[src/rtl/hazard_detect_unit.sv]
// Decode-stage hazard controller: load-use and branch-operand stalls, redirect
// flush for taken branches and jumps, stall-run tracking and saturating counters.
//
// state | meaning
// ------+-------------------------------------------------------------
// RUN   | normal flow, no stall in progress
// STALL | at least one stall cycle issued in the current run
// FLUSH | IF/ID holds the NOP behind a redirect; detection suppressed
module hazard_detect_unit #(
    parameter int CNT_W     = 32,
    parameter int MAX_STALL = 2
) (
    input  logic             clk,
    input  logic             rst,
    input  logic [4:0]       IF_ID_RegisterRs,
    input  logic [4:0]       IF_ID_RegisterRt,
    input  logic             ID_uses_Rs,
    input  logic             ID_uses_Rt,
    input  logic             ID_Branch,
    input  logic             ID_BranchTaken,
    input  logic             ID_Jump,
    input  logic             ID_EX_MemRead,
    input  logic             ID_EX_RegWrite,
    input  logic [4:0]       ID_EX_WriteReg,
    input  logic             EX_MEM_MemRead,
    input  logic [4:0]       EX_MEM_WriteReg,
    output logic             PC_Write,
    output logic             IF_ID_Write,
    output logic             IF_Flush,
    output logic             ID_Hazard_lwstall,
    output logic             ID_Hazard_Branch,
    output logic [CNT_W-1:0] stall_count,
    output logic [CNT_W-1:0] flush_count,
    output logic             hazard_error
);

    localparam logic [1:0] S_RUN   = 2'd0;
    localparam logic [1:0] S_STALL = 2'd1;
    localparam logic [1:0] S_FLUSH = 2'd2;

    // run must hold MAX_STALL+1; one extra bit lets the increment be compared before saturating
    localparam int               RUN_W   = $clog2(MAX_STALL + 2);
    localparam logic [RUN_W:0]   RUN_LIM = (RUN_W + 1)'(MAX_STALL);
    localparam logic [RUN_W:0]   RUN_SAT = (RUN_W + 1)'(MAX_STALL + 1);
    localparam logic [CNT_W-1:0] CNT_ONE = CNT_W'(1);

    logic [1:0]       state;
    logic [1:0]       state_nxt;
    logic [RUN_W-1:0] run;
    logic [RUN_W:0]   run_inc;
    logic [CNT_W-1:0] stall_cnt;
    logic [CNT_W-1:0] flush_cnt;
    logic             err;

    logic m_ex;
    logic m_mem;
    logic lw_hz;
    logic br_hz;
    logic stall;
    logic redirect;

    // Operand match against the ID instruction's sources; $0 never matches
    assign m_ex  = (ID_EX_WriteReg != 5'd0) &&
                   ((ID_EX_WriteReg == IF_ID_RegisterRs && ID_uses_Rs) ||
                    (ID_EX_WriteReg == IF_ID_RegisterRt && ID_uses_Rt));
    assign m_mem = (EX_MEM_WriteReg != 5'd0) &&
                   ((EX_MEM_WriteReg == IF_ID_RegisterRs && ID_uses_Rs) ||
                    (EX_MEM_WriteReg == IF_ID_RegisterRt && ID_uses_Rt));

    assign lw_hz    = ID_EX_MemRead && m_ex;
    assign br_hz    = ID_Branch && ((ID_EX_RegWrite && m_ex) || (EX_MEM_MemRead && m_mem));
    // A branch still waiting on an operand must not resolve, so stall masks redirect
    assign stall    = (lw_hz || br_hz) && (state != S_FLUSH);
    assign redirect = !stall && (state != S_FLUSH) && (ID_Jump || (ID_Branch && ID_BranchTaken));

    assign run_inc  = (state == S_STALL) ? ({1'b0, run} + 1'b1) : (RUN_W + 1)'(1);

    // Outputs are forced to a neutral, advancing pipeline while reset is held
    assign PC_Write          = rst ? !stall : 1'b1;
    assign IF_ID_Write       = rst ? !stall : 1'b1;
    assign IF_Flush          = rst && redirect;
    assign ID_Hazard_lwstall = rst && stall;
    assign ID_Hazard_Branch  = rst && redirect;
    assign stall_count       = rst ? stall_cnt : '0;
    assign flush_count       = rst ? flush_cnt : '0;
    assign hazard_error      = rst && err;

    // Next-state selection; FLUSH always lasts exactly one cycle
    always_comb begin
        state_nxt = S_RUN;
        if (state != S_FLUSH) begin
            if (stall)
                state_nxt = S_STALL;
            else if (redirect)
                state_nxt = S_FLUSH;
        end
    end

    // State, stall-run tracking, sticky error and saturating counters
    always_ff @(posedge clk) begin
        if (!rst) begin
            state     <= S_RUN;
            run       <= '0;
            stall_cnt <= '0;
            flush_cnt <= '0;
            err       <= 1'b0;
        end else begin
            state <= state_nxt;
            if (stall) begin
                run <= (run_inc > RUN_SAT) ? RUN_SAT[RUN_W-1:0] : run_inc[RUN_W-1:0];
                if (run_inc > RUN_LIM)
                    err <= 1'b1;
            end else begin
                run <= '0;
            end
            if (stall && stall_cnt != '1)
                stall_cnt <= stall_cnt + CNT_ONE;
            if (redirect && flush_cnt != '1)
                flush_cnt <= flush_cnt + CNT_ONE;
        end
    end

endmodule

[config.mk]
export PLATFORM = sky130hd
export DESIGN_NAME = hazard_detect_unit
export DESIGN_NICKNAME = d
export VERILOG_FILES = /design/src/rtl/hazard_detect_unit.sv
export SDC_FILE = /design/constraint.sdc
export NUM_CORES = 1
export LEC_CHECK = 0
export CAP_MARGIN = 25
export CORE_AREA = 2 2 99 101
export CTS_BUF_LIST = sky130_fd_sc_hd__clkbuf_16
export CTS_CLUSTER_SIZE = 24
export DETAILED_ROUTE_END_ITERATION = 10
export DIE_AREA = 0 0 101 103
export MAX_ROUTING_LAYER = met4
export PLACE_DENSITY = 0.76
export SETUP_SLACK_MARGIN = 0.5
export SYNTH_ARGS = -nofsm -noshare
export SYNTH_HDL_FRONTEND = slang
export SYNTH_SLANG_ARGS = --single-unit
[constraint.sdc]
create_clock -name clk -period 3.1 [get_ports clk]
set_input_delay 0.775 -clock clk [delete_from_list [all_inputs] [get_ports clk]]
set_output_delay 0.775 -clock clk [all_outputs]
set_load 0.01 [all_outputs]
**Word level (Yosys, flattened, before mapping)**

Cells that the tools add are included.

- Add/subtract/negate cells: 3
- Order comparisons: 2
- Equality and inequality tests: 8
- Muxes and demuxes: 7
- Bitwise operators: 2
- Reduce and logical (&&, ||, !) cells: 31

Operators by type and width:

| operator | number |
|---|---|
| $add A32 B1 Y32 const B | 2 |
| $mux W32 | 2 |
| $ne A32 B32 Y1 const B | 2 |
| $eq A5 B5 Y1 | 4 |
| $logic_and A1 B1 Y1 | 19 |
| $reduce_bool A5 Y1 | 2 |
| $gt A3 B2 Y1 const B | 2 |
| $reduce_and A2 Y1 | 3 |
| $logic_or A1 B1 Y1 | 5 |
| $mux W2 | 2 |
| $add A2 B1 Y3 const B | 1 |
| $mux W3 | 1 |
| $reduce_or A3 Y1 | 1 |
| $eq A2 B1 Y1 const B | 1 |
| $mux W1 | 2 |
| $ne A2 B2 Y1 const B | 1 |
| $not A1 Y1 | 2 |
| $logic_not A1 Y1 | 1 |

- Flip-flop bits (word level): 69
- Input bits: 30
- Logic and storage cells: 59

**Logic depth before layout (Yosys ltp)**

- Depth after elaboration: 14
- Depth in mapped cells: 9

**Least setup slack after synthesis**

Ideal clock, no wire load.

- Kind: input to output
- Start: input EX_MEM_WriteReg[0]
- End: output PC_Write
- Data arrival time: 2.445 ns
- Slack: -0.120 ns
- Cell stages on the path: 9
- Buffers on the path: 3
- Cells stage by stage: or3_1 -> o311a_1 -> and2_1 -> a32oi_1 -> buf_2 -> buf_4 -> nor2_1 -> inv_1 -> buf_4

- Longest elaborated chain between the ends: 11
- Elaborated cells on any way between the ends: 14
- Those cells by class: eq/ne (2); mux (1); reduce/logical (11)

Ends and longest elaborated chain:

| element | RTL line | RTL |
|---|---|---|
| start, declared | 26 | `input logic [4:0] EX_MEM_WriteReg,` |
| $eq A5 B5 Y1, on equally long branches | 67, 68 |  |
| $logic_and A1 B1 Y1, on equally long branches | 67, 68 |  |
| $logic_or A1 B1 Y1 | 67 | `((EX_MEM_WriteReg == IF_ID_RegisterRs && ID_uses_Rs) \|\|` |
| $logic_and A1 B1 Y1 (*) | 66 | `assign m_mem = (EX_MEM_WriteReg != 5'd0) &&` |
| $logic_and A1 B1 Y1 (*) | 71 | `assign br_hz = ID_Branch && ((ID_EX_RegWrite && m_ex) \|\| (EX_MEM_MemRead && m_mem));` |
| $logic_or A1 B1 Y1 (*) | 71 |  |
| $logic_and A1 B1 Y1 (*) | 71 |  |
| $logic_or A1 B1 Y1 (*) | 73 | `assign stall = (lw_hz \|\| br_hz) && (state != S_FLUSH);` |
| $logic_and A1 B1 Y1 (*) | 73 |  |
| $logic_not A1 Y1 (*) | - |  |
| $mux W1 (*) | - |  |
| end, declared | 27 | `output logic PC_Write,` |

Every way passes the cells marked *; elsewhere a longest branch is shown, timed or not.

**Worst setup path after layout**

- Start: input EX_MEM_WriteReg[2]
- End: output IF_ID_Write

- Longest elaborated chain between the ends: 11
- Elaborated cells on any way between the ends: 14
- Those cells by class: eq/ne (2); mux (1); reduce/logical (11)

Ends and longest elaborated chain:

| element | RTL line | RTL |
|---|---|---|
| $eq A5 B5 Y1, on equally long branches | 67, 68 |  |
| $logic_and A1 B1 Y1, on equally long branches | 67, 68 |  |
| $logic_or A1 B1 Y1 | 67 |  |
| $logic_and A1 B1 Y1 (*) | 66 |  |
| $logic_and A1 B1 Y1 (*) | 71 |  |
| $logic_or A1 B1 Y1 (*) | 71 |  |
| $logic_and A1 B1 Y1 (*) | 71 |  |
| $logic_or A1 B1 Y1 (*) | 73 |  |
| $logic_and A1 B1 Y1 (*) | 73 |  |
| $logic_not A1 Y1 (*) | 80 | `assign IF_ID_Write = rst ? !stall : 1'b1;` |
| $mux W1 (*) | 80 |  |
| end, declared | 28 | `output logic IF_ID_Write,` |

Marked as above.

==> impl_metrics.yaml <==
pwr:
  ir_drop_uv: 329
  power_w: 0.00200
  power_density_nw_per_um2: 331
  p_leak_nw: 2.76
setup_path:
  cp_max_fo: 3
  critPathKind: "input pin to output pin"
  crit_path_start_kind: "input pin"
  critPathRequiredTime_ns: 2.32
  cp.arrival_ns: 2.16
  end_kind: "output pin"
sta:
  worst_slew_pin_slew_ns: 0.517
  maxSlewHeadroom_pct: 65.2
  setup_ws_ns: 0.161
  slew_viol_final: 0
  skew_ns: 0.00392
  fin_crit_sh_pct: 94.8
  holdWs_ns: 0.501
  setup-violations-final: 0
  finalCriticalPeriod_ns: 2.94
  max_freq_ghz: 0.340
  grt_setup_unrepaired: "true"
  finalHoldViolations: 0
cts:
  clk_latency_ns: 0.32
  cts.sinks: 69
  clockRootBuffer: "clkbuf_16"
  path_clk_slew_ns: 0.05
  htree_levels: 3
  cts-buffers-inserted: 9
  tritoncts: "done"
  cts_buffer_depth: 2
  cts_hold_buffers: 0
route:
  viasPerCell: 5.75
  routed_wirelength_microns: 12300
  via_count: 4419
  antenna_left: 0
  wl_per_cell_microns: 16.0
  dr.pass1.iters: 5
  first_iter_violations: 181
  drc: 0
place:
  place.gp.congestion: 0.842
  hpwlAfterDp_microns: 8540
  place_ws_ns: -0.634
  portBuffers: 99
  place_area_sq_um: 5490
global_routing:
  antenna_found_initial: 0
  grt_max_degree: 38
  grt_usage_pct: 23.7
  grt_pass1_wl_microns: 19200
  overflow: 0
  grt_pass1_vias: 4181
floorplan:
  rows: 36
  start_util_pct: 44.4
  die_x_microns: 101
  core_region_area_sq_um: 9460
  die_h_microns: 103
  die-area_sq_um: 10400
  io_pins: 100
yosys:
  ys_seq_area_share_pct: 32.9
  synthFlopType: "dfxtp_1"
  synth_top_area_cell: "dfxtp_1"
  synth_compound_area_share_pct: 6.13
  ys.warnings.count: 0
  synthMuxAreaShare_pct: 12.8
  synth_common_cells: "nor2_1, dfxtp_1, and2_1"
  synth_nets: 564
  syn_area_sq_um: 4200
  synth.top_cells.by_area: "dfxtp_1, mux2_2, and2_1, nor2_1, xnor2_1"
  synth_edf_count: 0
  synth_top_area_share_pct: 32.9
  synth_xor_area_share_pct: 4.17
  synthDistinctLibCells: 40
  synth-simple-area-share_pct: 39.1
  syn_avg_cell_area_sq_um: 7.91
  ys_ff_latch: 69
  async_flop_share_pct: 0
  yosysMostFrequentCell: "nor2_1"
  synthAdderAreaFrac_pct: 0.893
  synthCells: 531
  synth_top_family_by_area: "simple AND/OR/NAND/NOR gates"
finish:
  post-route-util_pct: 63.8
  num_antenna_cells: 0
  area_delta_synth_final_pct: 43.6
  fin_area_sq_um: 6040
  final_nets: 685
  drive_gt1_share_pct: 20.9
min_path:
  hp-class: "flop to flop"
outcome:
  outcome: "complete, no violations"
flow_run:
  max_cap_viol_count: 0
-- layer usage --
layer | up-vias | part of all wire (%) | wire length (microns) | GRT usage, %
li1 | 2135 | - | - | -
met3 | 30 | 5.9 | 732 | 5.42
met1 | 2102 | 43 | 5260 | 27.7
met2 | 152 | 49 | 6020 | 39.9
met4 | 0 | 2.5 | 314 | 9.04
met5 | - | 0 | 0 | -
-- state kept, by name (all words and copies together) (netlist names) --
| register | count |
|---|---|
| flush_cnt | 32 |
| stall_cnt | 32 |
| err | 1 |
| run | 2 |
| state | 2 |
-- cell families after synthesis --
kind of cell             count (synthesis)
AND/OR/NAND/NOR                        308
flip-flops                              69
multiplexers                            48
AO/OA/AOI/OAI                           43
buffers and inverters                   40
XOR/XNOR                                20
adder cells (fa/ha/maj)                  3
-- final cells by class --
type	instances	area, sq um
flip-flops and latches	69	1380
fillers	811	3420
clock buffers	9	225
clock inverters	5	20.0
multi-input cells	422	2820
well taps	114	143
inverters	12	45.0
repair buffers	138	1400
-- final timing paths --
| kind | from | slack [ns] | endpoint | cells past startpoint |
|---|---|---|---|---|
| hold reg to reg | stall_cnt[18]$_SDFFE_PN0P_ | 0.50 | stall_cnt[18]$_SDFFE_PN0P_ | 2 |
| setup reg to reg | stall_cnt[0]$_SDFFE_PN0P_ | 0.71 | stall_cnt[25]$_SDFFE_PN0P_ | 7 |
| setup / recovery | EX_MEM_WriteReg[2] | 0.16 | IF_ID_Write | 8 |
| hold / removal | stall_cnt[18]$_SDFFE_PN0P_ | 0.50 | stall_cnt[18]$_SDFFE_PN0P_ | 2 |
-- worst max-delay path, cell delays in order --
cell and delay [ns]:
buf_6 0.09, or3_1 0.36, o311a_1 0.34, and2_4 0.16
a32oi_4 0.19, nor2_4 0.06, inv_2 0.08, buf_6 0.10
-- layout by cell type (no fill, tap or decap), types with 27 or more instances in the layout --
cell | synthesis | routed
and2_1 | 64 | 62
buf_4 | 4 | 29
clkdlybuf4s50_1 | 0 | 27
dfxtp_1 | 69 | 69
dlygate4sd2_1 | 0 | 30
mux2_2 | 44 | 44
nand2_1 | 30 | 30
nand3_1 | 27 | 27
nor2_1 | 76 | 75
nor3_1 | 32 | 29
-- repair_timing --
action / 4_1_cts / 5_1_grt
pin swaps: 6 / 9
resized for setup: 97 / 57
setup endpoints to repair: 134 / 71
buffers inserted: 5 / 3
cloned: 2 / 2
-- power breakdown --
part           switching [W]  internal (W)  leakage (nW)
Combinational       0.000116      0.000114          2.09
Clock               0.000352      0.000519         0.121
Sequential        0.00000425      0.000893         0.556
Total               0.000472       0.00153          2.76
-- stage by stage --
stage	TNS (ns)	instances
after floorplan	0	531
after global placement	-6.96	743
after detailed placement	-10.87	743
after CTS	0	764
after global routing	0	769
final	0	769
(Power assumes the default switching activity.)
